### src/rtl/bus_arbiter_if.sv
// ---------------------------------------------------------------------------
// bus_arbiter_if : request/grant/capture bundle shared by masters and arbiter.
// Rev 1.0
// ---------------------------------------------------------------------------
`default_nettype none

interface bus_arbiter_if #(
  parameter int NUM_MASTERS = 4,
  parameter int GRANT_W     = 3,
  parameter int DATA_W      = 5
);
  logic [NUM_MASTERS-1:0] request;
  logic [DATA_W-1:0]      data;
  logic [GRANT_W-1:0]     grant;
  logic                   busy;
  logic [DATA_W-1:0]      captured_data;
  logic                   captured_valid;
  logic [GRANT_W-1:0]     captured_id;

  modport slave (
    input  request, data,
    output grant, busy, captured_data, captured_valid, captured_id
  );

  modport master (
    output request, data,
    input  grant, busy, captured_data, captured_valid, captured_id
  );
endinterface

`default_nettype wire

### src/rtl/bus_arbiter.sv
// ---------------------------------------------------------------------------
// bus_arbiter : round-robin bus arbiter with fixed tenure, release gap and
// final-cycle data capture. Macro ARB_FIXED_PRIORITY_EN selects lowest-id wins.
// Rev 1.0
// ---------------------------------------------------------------------------
`default_nettype none

module bus_arbiter #(
  parameter int NUM_MASTERS = 4,
  parameter int GRANT_W     = 3,
  parameter int DATA_W      = 5,
  parameter int HOLD_CYCLES = 3
) (
  input wire logic     clk,
  input wire logic     rst_n,
  bus_arbiter_if.slave bus
);

  localparam int CNT_W = (HOLD_CYCLES > 1) ? $clog2(HOLD_CYCLES) : 1;
  localparam int RR_W  = (NUM_MASTERS > 1) ? $clog2(NUM_MASTERS) : 1;
  localparam logic [CNT_W-1:0] C_HOLD_LOAD = CNT_W'(HOLD_CYCLES - 1);

  typedef enum logic [1:0] {
    S_IDLE    = 2'd0,
    S_GRANT   = 2'd1,
    S_RELEASE = 2'd2
  } state_t;

  state_t              state, state_nx;
  logic [GRANT_W-1:0]  grant_q, grant_nx;
  logic                busy_q;
  logic [CNT_W-1:0]    cnt_q, cnt_nx;
  logic [DATA_W-1:0]   cap_data_q, cap_data_nx;
  logic                cap_valid_q, cap_valid_nx;
  logic [GRANT_W-1:0]  cap_id_q, cap_id_nx;

  logic                owner_req;
  logic                lo_found;
  logic [GRANT_W-1:0]  lo_idx;
  logic [GRANT_W-1:0]  win_idx;

`ifndef ARB_FIXED_PRIORITY_EN
  logic [RR_W-1:0]     rr_q, rr_nx;
  logic [RR_W-1:0]     owner_next;
  logic                hi_found;
  logic [GRANT_W-1:0]  hi_idx;
`endif

  // Owner request bit and the pointer slot just past the owner
  always_comb begin
    owner_req = 1'b0;
`ifndef ARB_FIXED_PRIORITY_EN
    owner_next = '0;
`endif
    for (int i = 0; i < NUM_MASTERS; i++) begin
      if (grant_q == GRANT_W'(i + 1)) begin
        owner_req = bus.request[i];
`ifndef ARB_FIXED_PRIORITY_EN
        owner_next = (i == NUM_MASTERS - 1) ? '0 : RR_W'(i + 1);
`endif
      end
    end
  end

  // Winner: first set bit at/after rr pointer, else lowest set bit (wrap)
  always_comb begin
    lo_found = 1'b0;
    lo_idx   = '0;
    for (int i = 0; i < NUM_MASTERS; i++) begin
      if (!lo_found && bus.request[i]) begin
        lo_found = 1'b1;
        lo_idx   = GRANT_W'(i);
      end
    end
`ifndef ARB_FIXED_PRIORITY_EN
    hi_found = 1'b0;
    hi_idx   = '0;
    for (int i = 0; i < NUM_MASTERS; i++) begin
      if (!hi_found && bus.request[i] && (RR_W'(i) >= rr_q)) begin
        hi_found = 1'b1;
        hi_idx   = GRANT_W'(i);
      end
    end
    win_idx = hi_found ? hi_idx : lo_idx;
`else
    win_idx = lo_idx;
`endif
  end

  always_comb begin
    state_nx     = state;
    grant_nx     = grant_q;
    cnt_nx       = cnt_q;
    cap_data_nx  = cap_data_q;
    cap_valid_nx = 1'b0;
    cap_id_nx    = cap_id_q;
`ifndef ARB_FIXED_PRIORITY_EN
    rr_nx        = rr_q;
`endif
    case (state)
      S_IDLE: begin
        if (|bus.request) begin
          grant_nx = win_idx + GRANT_W'(1);
          cnt_nx   = C_HOLD_LOAD;
          state_nx = S_GRANT;
        end
      end
      S_GRANT: begin
        // A dropped request takes precedence over a terminal count: no capture
        if (!owner_req || cnt_q == '0) begin
          if (owner_req) begin
            cap_data_nx  = bus.data;
            cap_id_nx    = grant_q;
            cap_valid_nx = 1'b1;
          end
          grant_nx = '0;
`ifndef ARB_FIXED_PRIORITY_EN
          rr_nx    = owner_next;
`endif
          state_nx = S_RELEASE;
        end else begin
          cnt_nx = cnt_q - CNT_W'(1);
        end
      end
      S_RELEASE: state_nx = S_IDLE;
      default:   state_nx = S_IDLE;
    endcase
  end

  always_ff @(posedge clk or negedge rst_n) begin
    if (!rst_n) begin
      state       <= S_IDLE;
      grant_q     <= '0;
      busy_q      <= 1'b0;
      cnt_q       <= '0;
      cap_data_q  <= '0;
      cap_valid_q <= 1'b0;
      cap_id_q    <= '0;
`ifndef ARB_FIXED_PRIORITY_EN
      rr_q        <= '0;
`endif
    end else begin
      state       <= state_nx;
      grant_q     <= grant_nx;
      busy_q      <= (grant_nx != '0);
      cnt_q       <= cnt_nx;
      cap_data_q  <= cap_data_nx;
      cap_valid_q <= cap_valid_nx;
      cap_id_q    <= cap_id_nx;
`ifndef ARB_FIXED_PRIORITY_EN
      rr_q        <= rr_nx;
`endif
    end
  end

  assign bus.grant          = grant_q;
  assign bus.busy           = busy_q;
  assign bus.captured_data  = cap_data_q;
  assign bus.captured_valid = cap_valid_q;
  assign bus.captured_id    = cap_id_q;

endmodule

`default_nettype wire
### src/flat_wrapper.sv
// flat-port wrapper written by rule: the top's interface ports become plain ports
module bus_arbiter_flat 
#(
  parameter int NUM_MASTERS = 4,
  parameter int GRANT_W     = 3,
  parameter int DATA_W      = 5,
  parameter int HOLD_CYCLES = 3
)
  (clk, rst_n, bus_request, bus_data, bus_grant, bus_busy, bus_captured_data, bus_captured_valid, bus_captured_id);
  bus_arbiter_if #(.NUM_MASTERS(NUM_MASTERS), .GRANT_W(GRANT_W), .DATA_W(DATA_W)) bus_i ();
  input wire logic clk;
  input wire logic rst_n;
  input wire logic [$bits(bus_i.request)-1:0] bus_request;
  input wire logic [$bits(bus_i.data)-1:0] bus_data;
  output wire logic [$bits(bus_i.grant)-1:0] bus_grant;
  output wire logic [$bits(bus_i.busy)-1:0] bus_busy;
  output wire logic [$bits(bus_i.captured_data)-1:0] bus_captured_data;
  output wire logic [$bits(bus_i.captured_valid)-1:0] bus_captured_valid;
  output wire logic [$bits(bus_i.captured_id)-1:0] bus_captured_id;
  assign bus_i.request = bus_request;
  assign bus_i.data = bus_data;
  assign bus_grant = bus_i.grant;
  assign bus_busy = bus_i.busy;
  assign bus_captured_data = bus_i.captured_data;
  assign bus_captured_valid = bus_i.captured_valid;
  assign bus_captured_id = bus_i.captured_id;
  bus_arbiter #(.NUM_MASTERS(NUM_MASTERS), .GRANT_W(GRANT_W), .DATA_W(DATA_W), .HOLD_CYCLES(HOLD_CYCLES)) u_core (.clk(clk), .rst_n(rst_n), .bus(bus_i));
endmodule
### config.mk
export PLATFORM = sky130hd
export DESIGN_NAME = bus_arbiter_flat
export DESIGN_NICKNAME = d
export VERILOG_FILES = /design/src/rtl/bus_arbiter_if.sv /design/src/rtl/bus_arbiter.sv /design/src/flat_wrapper.sv
export SDC_FILE = /design/constraint.sdc
export NUM_CORES = 1
export LEC_CHECK = 0
export ABC_AREA = 1
export BUFFER_PORTS_ARGS = -buffer_cell sky130_fd_sc_hd__buf_4
export CORE_MARGIN = 2
export CORE_UTILIZATION = 46
export DETAILED_ROUTE_END_ITERATION = 6
export GPL_ROUTABILITY_DRIVEN = 0
export HOLD_SLACK_MARGIN = 0.03
export PLACE_DENSITY = 0.73
export REMOVE_ABC_BUFFERS = 1
export SKIP_LAST_GASP = 1
export SYNTH_ARGS = -nofsm -noshare
export SYNTH_HDL_FRONTEND = slang
export SYNTH_SLANG_ARGS = --single-unit
### constraint.sdc
create_clock -name clk -period 1.5 [get_ports clk]
set_clock_uncertainty 0.05 [all_clocks]
set_input_delay 0.375 -clock clk [delete_from_list [all_inputs] [get_ports clk]]
set_output_delay 0.375 -clock clk [all_outputs]
set_load 0.1 [all_outputs]
==> impl_metrics.py <==
metrics = {
    "status": {
        "status": "complete, but fails checks",
        "violations": "negative setup slack",
    },
    "synth": {
        "synth_top_area_cell": "dfrtp_1",
        "yosys_warnings": 0,
        "yosys-top-cells-area": "dfrtp_1, nand2_1, inv_1",
        "synth_commonest_cells": "nand2_1, inv_1, dfrtp_1, nor2_1",
        "syn_inst": 126,
        "synth_top_area_share_pct": 48.7,
        "synth.ff_latch_count": 19,
        "syn_area_um2": 977,
        "yosysSeqAreaShare_pct": 48.7,
        "async_flop_share_pct": 100,
        "syn_avg_cell_area_um2": 7.76,
        "ys_types": 19,
        "synth-edff-count": 0,
        "synth.most_common_cell": "nand2_1",
        "synthFlopType": "dfrtp_1",
    },
    "clock_tree": {
        "cts_tree": "yes",
        "cts_buffer_depth": 2,
        "cts_buffers": 3,
        "clk_pin_slew_ns": 0.11,
        "clockRootBuffer": "clkbuf_4",
        "clock_latency_ns": 0.31,
        "htreeDepth": 1,
        "numClockSinks": 19,
    },
    "setup_path": {
        "cp_max_fo": 3,
        "path_class": "reg -> reg",
        "required_ns": 1.64,
        "crit_path_max_incr_delay_ns": 0.38,
        "reg2reg_depth": 12,
        "r2r-end": "u_core.bus.busy$_DFF_PN0_",
        "worstSetupEndpointType": "register",
        "cp-startpoint": "u_core.rr_q[1]$_DFFE_PN0P_",
        "path_cells": "inv_1 -> nand2_2 -> nand3_2 -> o21ai_2 -> inv_1 -> ha_4 -> inv_2 -> nand2_1 -> nand2_1 -> nand3_2 -> nand2_2 -> nand3_1",
        "crit_path_top_delay_cell": "dfrtp_1",
        "reg2reg_slack_ns": -0.20,
        "r2r-start": "u_core.rr_q[1]$_DFFE_PN0P_",
        "startpoint_type": "register",
        "endpoint": "u_core.bus.busy$_DFF_PN0_",
        "worst_ep_arrival_time_ns": 1.84,
    },
    "floorplan": {
        "dieArea_um2": 2510,
        "die_w_um": 50.1,
        "rows": 16,
        "start_util_pct": 49.3,
        "core_um2": 1980,
        "io_pins": 24,
        "fp.dieH_um": 50.1,
    },
    "detailed_routing": {
        "num_vias": 1026,
        "vias_per_cell": 4.91,
        "wire_per_inst_um": 14.4,
        "wl_um": 3020,
        "drt_iter0_markers": 22,
        "postRouteAntennaNets": 0,
        "drc": 0,
        "dr.pass1.iters": 4,
    },
    "timing": {
        "fin_crit_ns": 1.70,
        "timing.final.crit_share_pct": 113,
        "finalMaxSlewViolations": 0,
        "clock.fmax_ghz": 0.588,
        "finalSetupViolCount": 17,
        "rsz0062_at_grt": "yes",
        "worstMarginPinSlew_ns": 0.284,
        "finalHoldViolCount": 0,
        "setup_ws_ns": -0.201,
        "relSlewSlack_pct": 81.0,
    },
    "run": {
        "max_cap_viol_count": 0,
    },
    "grt": {
        "grt_max_degree": 20,
        "grt_pass1_wl_um": 3990,
        "grt-ovfl-total": 0,
        "antenna_found_initial": 0,
        "track_usage_pct": 21.2,
        "first_global_vias": 982,
    },
    "place": {
        "post-place-ws_ns": -0.356,
        "io_buffer_count": 23,
        "dpl.hpwl_um": 1620,
    },
    "cells_and_area": {
        "area_growth_pct": 64.4,
        "layout-drive-gt1-share_pct": 53.3,
        "antennaDiodeCount": 0,
        "final_nets": 196,
    },
    "min_path": {
        "hold_path_class": "in -> reg",
    },
}
[what timing repair did]
action                                  in CTS  in global routing
setup buffers                                8                  5
pin swaps                                    6                 13
cloned                                       0                  1
hold buffers                                 1                  0
endpoints found under the setup margin      16                 19
endpoints found under the hold margin       19                  0
gates resized for setup                     10                 43
[flip-flops by register name, indices dropped and copies added, names as in the netlist]
| name | count |
|---|---|
| u_core.state | 2 |
| u_core.cnt_q | 2 |
| u_core.bus.captured_id | 3 |
| u_core.bus.grant | 3 |
| u_core.bus.captured_valid | 1 |
| u_core.bus.captured_data | 5 |
| u_core.rr_q | 2 |
| u_core.bus.busy | 1 |
[area by class of cell]
class,count,area [um^2]
Tap cell,27,33.8
Fill cell,102,375
Timing Repair Buffer,52,439
Clock buffer,4,26.3
Multi-Input combinational cell,80,514
Sequential cell,19,477
Inverter,27,116
[stage by stage]
step                      hold slack (ns)  instances  cell area (um^2)  utilization, %  setup TNS, ns
final                               0.222        209              1610            81.1          -1.63
after global routing                0.210        209              1610            81.1          -3.46
after CTS                           0.216        203              1420            71.6         -0.508
after detailed placement            0.208        190              1280            64.8          -2.15
after global placement              0.206        190              1280            64.8          -1.47
after floorplan                    0.0294        125               966               -         -10.40
[cell usage in the layout, fill, tap and decap left out, drive strengths merged]
cell type	count
nand2	48
o211ai	1
inv	27
nand3	5
buf	51
clkbuf	4
nor2	8
dlygate4sd3	1
nor3	1
dfrtp	19
a21oi	4
o21ai	8
ha	2
nand4	3
[critical path: cells and delay by family (launching register included)]
kind	cells	cell delay [ns]
compound gates	1	0.17
fa+ha+maj	1	0.24
simple gates	7	0.53
flops	1	0.38
buf+inv	3	0.22
[cell families (layout without fill, tap and decap cells)]
| family | Yosys count | count (layout) | share of synthesized area, % |
|---|---|---|---|
| and+or+nand+nor | 64 | 65 | 28.9 |
| adders and majority gates | 2 | 2 | 2.56 |
| AOI/OAI and AO/OA | 13 | 13 | 8.07 |
| buffers and inverters | 28 | 83 | 11.8 |
| DFF | 19 | 19 | 48.7 |
[layer usage]
layer | global-route usage, % | up-vias | wire length [um]
li1 | - | 495 | -
met1 | 22.5 | 498 | 1210
met2 | 39.5 | 29 | 1640
met3 | 6.97 | 4 | 136
met4 | 5.09 | 0 | 28
met5 | 0 | - | 0
[worst min path at each step]
| stage | startpoint | to | slack, ns | cells after the start |
|---|---|---|---|---|
| after floorplan | rst_n | u_core.bus.busy$_DFF_PN0_ | 0.03 | 0 |
| after global placement | rst_n | u_core.cnt_q[0]$_DFFE_PN0P_ | 0.21 | 1 |
| after detailed placement | rst_n | u_core.cnt_q[1]$_DFFE_PN0P_ | 0.21 | 1 |
| after CTS | bus_data[2] | u_core.bus.captured_data[2]$_DFFE_PN0P_ | 0.22 | 3 |
| after global routing | bus_data[2] | u_core.bus.captured_data[2]$_DFFE_PN0P_ | 0.21 | 3 |
| final | bus_data[3] | u_core.bus.captured_data[3]$_DFFE_PN0P_ | 0.22 | 3 |
Power is left out: the tool's default activity adds up to more than one toggle a clock period on the data nets, which glitch-free logic cannot reach.
